[config.mk]
export PLATFORM = sky130hd
export DESIGN_NAME = snake_dir_scheduler
export DESIGN_NICKNAME = d
export VERILOG_FILES = /design/src/rtl/snake_dir_scheduler.sv
export SDC_FILE = /design/constraint.sdc
export NUM_CORES = 1
export LEC_CHECK = 0
export CORE_UTILIZATION = 52
export DETAILED_ROUTE_END_ITERATION = 10
export PLACE_DENSITY = 0.76
export SLEW_MARGIN = 20
export SYNTH_ARGS = -nofsm -noshare
export SYNTH_HDL_FRONTEND = slang
export SYNTH_SLANG_ARGS = --single-unit
[constraint.sdc]
create_clock -name clk -period 3.2 [get_ports clk]
set_clock_uncertainty 0.1 [all_clocks]
set_input_delay 0.48 -clock clk [delete_from_list [all_inputs] [get_ports clk]]
set_output_delay 0.48 -clock clk [all_outputs]
set_load 0.005 [all_outputs]
[src/rtl/snake_dir_scheduler.sv]
// Snake direction scheduler: parses PS/2 make/break/extended scancodes, queues legal
// direction changes and releases one per game_tick; also decodes restart and pause keys.
module snake_dir_scheduler #(
  parameter int          QDEPTH      = 4,
  parameter logic [3:0]  INIT_DIR    = 4'b1000,
  parameter int          TIMEOUT_CYC = 50000
) (
  input  logic                      clk,
  input  logic                      rst,
  input  logic [7:0]                ps2_code,
  input  logic                      ps2_valid,
  input  logic                      game_tick,
  output logic [3:0]                direction,
  output logic                      dir_changed,
  output logic                      rst_game,
  output logic                      paused,
  output logic [$clog2(QDEPTH):0]   q_level,
  output logic                      overflow
);

  localparam int AW = $clog2(QDEPTH);
  localparam int LW = AW + 1;
  localparam int CW = $clog2(TIMEOUT_CYC + 1);
  localparam logic [AW-1:0] PTR_ONE = AW'(1);
  localparam logic [LW-1:0] LVL_ONE = LW'(1);
  localparam logic [LW-1:0] LVL_FULL = LW'(QDEPTH);
  localparam logic [CW-1:0] TMO_LAST = CW'(TIMEOUT_CYC - 1);

  typedef enum logic [1:0] {P_IDLE, P_BRK, P_EXT, P_EXT_BRK} pstate_t;

  // Up<->down and left<->right are two bit positions apart in the one-hot encoding.
  function automatic logic [3:0] opposite(input logic [3:0] d);
    return {d[1:0], d[3:2]};
  endfunction

  pstate_t         state_r, state_s;
  logic [CW-1:0]   tmo_r, tmo_s;
  logic            dir_act_s, restart_s, pause_s;
  logic [3:0]      cmd_s;
  logic [3:0]      fifo_r [QDEPTH];
  logic [AW-1:0]   head_r, tail_r;
  logic [3:0]      ref_s;
  logic            pop_s, full_s, legal_s, push_s, drop_s;

  // Parser next-state, timeout counter and decoded key actions.
  always_comb begin
    state_s   = state_r;
    tmo_s     = tmo_r;
    dir_act_s = 1'b0;
    restart_s = 1'b0;
    pause_s   = 1'b0;
    cmd_s     = 4'b0000;
    if (ps2_valid) begin
      tmo_s = '0;
      case (state_r)
        P_IDLE: begin
          case (ps2_code)
            8'hF0:   state_s = P_BRK;
            8'hE0:   state_s = P_EXT;
            8'h1D:   begin dir_act_s = 1'b1; cmd_s = 4'b0001; end
            8'h1C:   begin dir_act_s = 1'b1; cmd_s = 4'b0010; end
            8'h1B:   begin dir_act_s = 1'b1; cmd_s = 4'b0100; end
            8'h23:   begin dir_act_s = 1'b1; cmd_s = 4'b1000; end
            8'h2D:   restart_s = 1'b1;
            8'h4D:   pause_s = 1'b1;
            default: state_s = P_IDLE;
          endcase
        end
        P_EXT: begin
          state_s = P_IDLE;
          case (ps2_code)
            8'hF0:   state_s = P_EXT_BRK;
            8'h75:   begin dir_act_s = 1'b1; cmd_s = 4'b0001; end
            8'h6B:   begin dir_act_s = 1'b1; cmd_s = 4'b0010; end
            8'h72:   begin dir_act_s = 1'b1; cmd_s = 4'b0100; end
            8'h74:   begin dir_act_s = 1'b1; cmd_s = 4'b1000; end
            default: state_s = P_IDLE;
          endcase
        end
        default: state_s = P_IDLE;
      endcase
    end else if (state_r != P_IDLE) begin
      if (tmo_r == TMO_LAST) begin
        state_s = P_IDLE;
        tmo_s   = '0;
      end else begin
        tmo_s = tmo_r + CW'(1);
      end
    end else begin
      tmo_s = '0;
    end
  end

  // Enqueue/dequeue decisions; a new command is compared against the newest queued one.
  always_comb begin
    ref_s   = (q_level != '0) ? fifo_r[tail_r - PTR_ONE] : direction;
    pop_s   = game_tick && !paused && (q_level != '0) && !restart_s;
    full_s  = (q_level == LVL_FULL);
    legal_s = dir_act_s && (cmd_s != ref_s) && (cmd_s != opposite(ref_s));
    push_s  = legal_s && !restart_s && (!full_s || pop_s);
    drop_s  = legal_s && full_s && !pop_s;
  end

  // Parser state register.
  always_ff @(posedge clk) begin
    if (!rst) begin
      state_r <= P_IDLE;
      tmo_r   <= '0;
    end else begin
      state_r <= state_s;
      tmo_r   <= tmo_s;
    end
  end

  // FIFO storage; contents are only meaningful between head and tail.
  always_ff @(posedge clk) begin
    if (push_s) begin
      fifo_r[tail_r] <= cmd_s;
    end else begin
      fifo_r[tail_r] <= fifo_r[tail_r];
    end
  end

  // Queue pointers, direction and status outputs.
  always_ff @(posedge clk) begin
    if (!rst || restart_s) begin
      head_r      <= '0;
      tail_r      <= '0;
      q_level     <= '0;
      direction   <= INIT_DIR;
      dir_changed <= 1'b0;
      paused      <= 1'b0;
      overflow    <= 1'b0;
      rst_game    <= rst ? restart_s : 1'b0;
    end else begin
      rst_game    <= 1'b0;
      dir_changed <= pop_s;
      paused      <= paused ^ pause_s;
      overflow    <= overflow | drop_s;
      if (push_s) tail_r <= tail_r + PTR_ONE;
      else        tail_r <= tail_r;
      if (pop_s) begin
        head_r    <= head_r + PTR_ONE;
        direction <= fifo_r[head_r];
      end else begin
        head_r    <= head_r;
        direction <= direction;
      end
      case ({push_s, pop_s})
        2'b10:   q_level <= q_level + LVL_ONE;
        2'b01:   q_level <= q_level - LVL_ONE;
        default: q_level <= q_level;
      endcase
    end
  end

endmodule

==> impl_metrics.ini <==
[placed_design]
pre_cts_slack_ns = -0.258
dp_hpwl_mm = 4.17
place_area_mm2 = 0.00312
io_buffers = 22
place_inst = 375
gp_congestion = 0.822

[finish]
layout_commonest_cell = nor2_1
drive_above_1_share_pct = 20.5
n_antenna_cell = 0
finalNonFillerCells = 384
layout.nets = 334
final_cell_mix = nor2_1, dfxtp_1, buf_4
fillers = 382
syn2layout_area_growth_pct = 26.2
final_area_mm2 = 0.00331

[detailed_routing]
post-route-drc-count = 0
wirelength_mm = 5.60
antenna_left = 0
num_vias = 2095
wire_per_inst_um = 14.6
dr.pass1.iters = 4
viasPerCell = 5.46
drt-initial-drc-count = 138

[clock_network]
cts-buffers-inserted = 5
cts_root_buf = clkbuf_8
clockBufferDepth = 2
cts-hold-fix-buffers = 0
clk_latency_ns = 0.32
cts.htree.levels = 2
cts_tree = built
cts_sinks = 49
path_clk_slew_ns = 0.10

[synthesis]
yosysTopAreaCellShare_pct = 25.2
synth_edf_count = 16
synth_nets = 281
syn_inst = 263
ys_seq_elements = 49
yosys_warnings = 0
yosysSeqAreaShare_pct = 43.4
synthArstFlopShare_pct = 0
synth_flop_cell = dfxtp_1
synth_area_leaders = dfxtp_1, edfxtp_1, mux4_2, nor2_1, xor2_1
syn_area_per_cell_um2 = 9.99
post_synth_num_cell_types = 47
syn_area_mm2 = 0.00263
yosysTopAreaCell = dfxtp_1

[timing]
period_share_pct = 93.1
finalHoldViolCount = 0
setup_viol = 0
max_freq_ghz = 0.336
slew_viol_final = 0
tns_ns = 0
rsz0062_at_grt = no
tightest_slew_ns = 0.563
worst_slack_ns = 0.219
relSlewSlack_pct = 62.3
period_needed_ns = 2.98

[worst_setup_path]
cp.required_ns = 3.34
regToRegSetupSlack_ns = 0.22
ff2ff_path_depth = 12
crit_arrival_ns = 3.12
critPathLaunchType = flip-flop
end_kind = flip-flop
cp_max_fo = 5
rr_endpoint = q_level[2]$_SDFFE_PP0P_
worst-setup-path-type = reg -> reg
reg2reg_from = tail_r[1]$_SDFFE_PP0P_

[hold_path]
min_path_type = reg -> reg
holdPathStages = 1
hold_end = tmo_r[0]$_SDFF_PP0_
worstHoldStart = tmo_r[0]$_SDFF_PP0_

[status]
status = finished clean

[floorplan]
ioPinCount = 23
die_y_um = 73.1
coreArea_mm2 = 0.00479
fp-row-count = 25
die_x_um = 73.1
dieArea_mm2 = 0.00534
start_util_pct = 54.9

[job]
drv_cap = 0

[global_routing]
grt.overflow.total = 0
grt_max_degree = 19
grt_pass1_vias = 1977
antenna_found_initial = 0
track_usage_pct = 22.6
grt_first_pass_wirelength_mm = 9.10

[pwr]
peakVddDrop_v = 0.000375
p_leak_nw = 1.28
p_per_area_mw_per_mm2 = 502
## where the power goes
group          switching, mW  total, mW  internal, mW
combinational          0.255      0.543         0.288
clock                  0.230      0.393         0.163
sequential            0.0543      0.729         0.675
## synthesized netlist by cell type (all sizes together), types with 4 or more instances
master / number
dfxtp: 33
edfxtp: 16
nor2b: 4
o21ai: 4
nor3: 6
nand4: 4
a21oi: 11
nor4b: 4
nand2: 24
mux4: 8
and2: 5
nand3: 11
and3: 11
nor2: 34
inv: 9
clkbuf: 6
xor2: 13
nand2b: 8
mux2i: 10
xnor2: 9
ha: 5
## stage by stage
| step | hold slack (ns) | util [%] | total power, mW |
|---|---|---|---|
| 2_1_floorplan | 0.330 | - | 1.07 |
| 5_1_grt | 0.412 | 69.2 | 1.76 |
| 3_5_place_dp | 0.360 | 65.3 | 1.24 |
| 3_3_place_gp | 0.345 | 65.0 | 1.24 |
| 4_1_cts | 0.383 | 67.4 | 1.63 |
| 6_report | 0.380 | 69.2 | 1.66 |
## flip-flops by register name, summed over array words and instances, names as in the netlist
name and flops:
head_r 2, tail_r 2, direction 4, paused 1, dir_changed 1, state_r 2
overflow 1, tmo_r 16, fifo_r 16, q_level 3, rst_game 1
## logic make-up after synthesis
| family | Yosys count | share of synthesized area [%] |
|---|---|---|
| buffers and inverters | 17 | 2.76 |
| XOR/XNOR | 22 | 7.34 |
| AND/OR/NAND/NOR | 122 | 24.2 |
| flip-flops | 49 | 43.4 |
| adder cells (fa/ha/maj) | 6 | 3.14 |
| multiplexers | 18 | 11.1 |
| AO/OA/AOI/OAI | 29 | 7.91 |
## worst max path at each step
| stage | startpoint | to | slack (ns) | cells after the start |
|---|---|---|---|---|
| 2_1_floorplan | tail_r[0]$_SDFFE_PP0P_ | q_level[2]$_SDFFE_PP0P_ | 0.09 | 14 |
| 3_3_place_gp | ps2_code[3] | q_level[2]$_SDFFE_PP0P_ | -0.24 | 13 |
| 3_5_place_dp | ps2_code[5] | q_level[2]$_SDFFE_PP0P_ | -0.26 | 12 |
| 4_1_cts | ps2_code[5] | q_level[2]$_SDFFE_PP0P_ | 0.06 | 12 |
| 5_1_grt | ps2_code[0] | q_level[2]$_SDFFE_PP0P_ | 0.003 | 13 |
| 6_report | tail_r[1]$_SDFFE_PP0P_ | q_level[2]$_SDFFE_PP0P_ | 0.22 | 12 |
## layout make-up
class                   instances  area (um^2)  area share, %
multi-input cells             197         1480           44.6
flip-flops and latches         49         1140           34.4
repair buffers                 54          475           14.4
well taps                      67         83.8           2.53
clock buffers                   5         68.8           2.08
clock inverters                 3         33.8           1.02
inverters                       9         33.8           1.02
## worst max-delay path, cell delays in order, from the launching register on
cell and delay (ns):
dfxtp_1 0.41, inv_1 0.12, ha_4 0.33, mux4_2 0.31, mux2i_1 0.27, xor2_1 0.13, o2111ai_2 0.12, and3_4 0.21
nor2_1 0.05, fa_1 0.37, and3_1 0.15, mux2i_1 0.15, mux2i_1 0.19
## routing by layer
metal	up-vias	share of wire (%)	GRT usage [%]
met5	-	0	0
met4	0	2.7	10.0
met3	14	3.5	3.87
met2	43	46	34.3
met1	996	48	31.8
li1	1042	-	-
## what timing repair did
item | CTS | global route
resized for setup | 0 | 19
setup buffers | 0 | 1
endpoints found under the setup margin | 0 | 2
(Power assumes the default switching activity.)
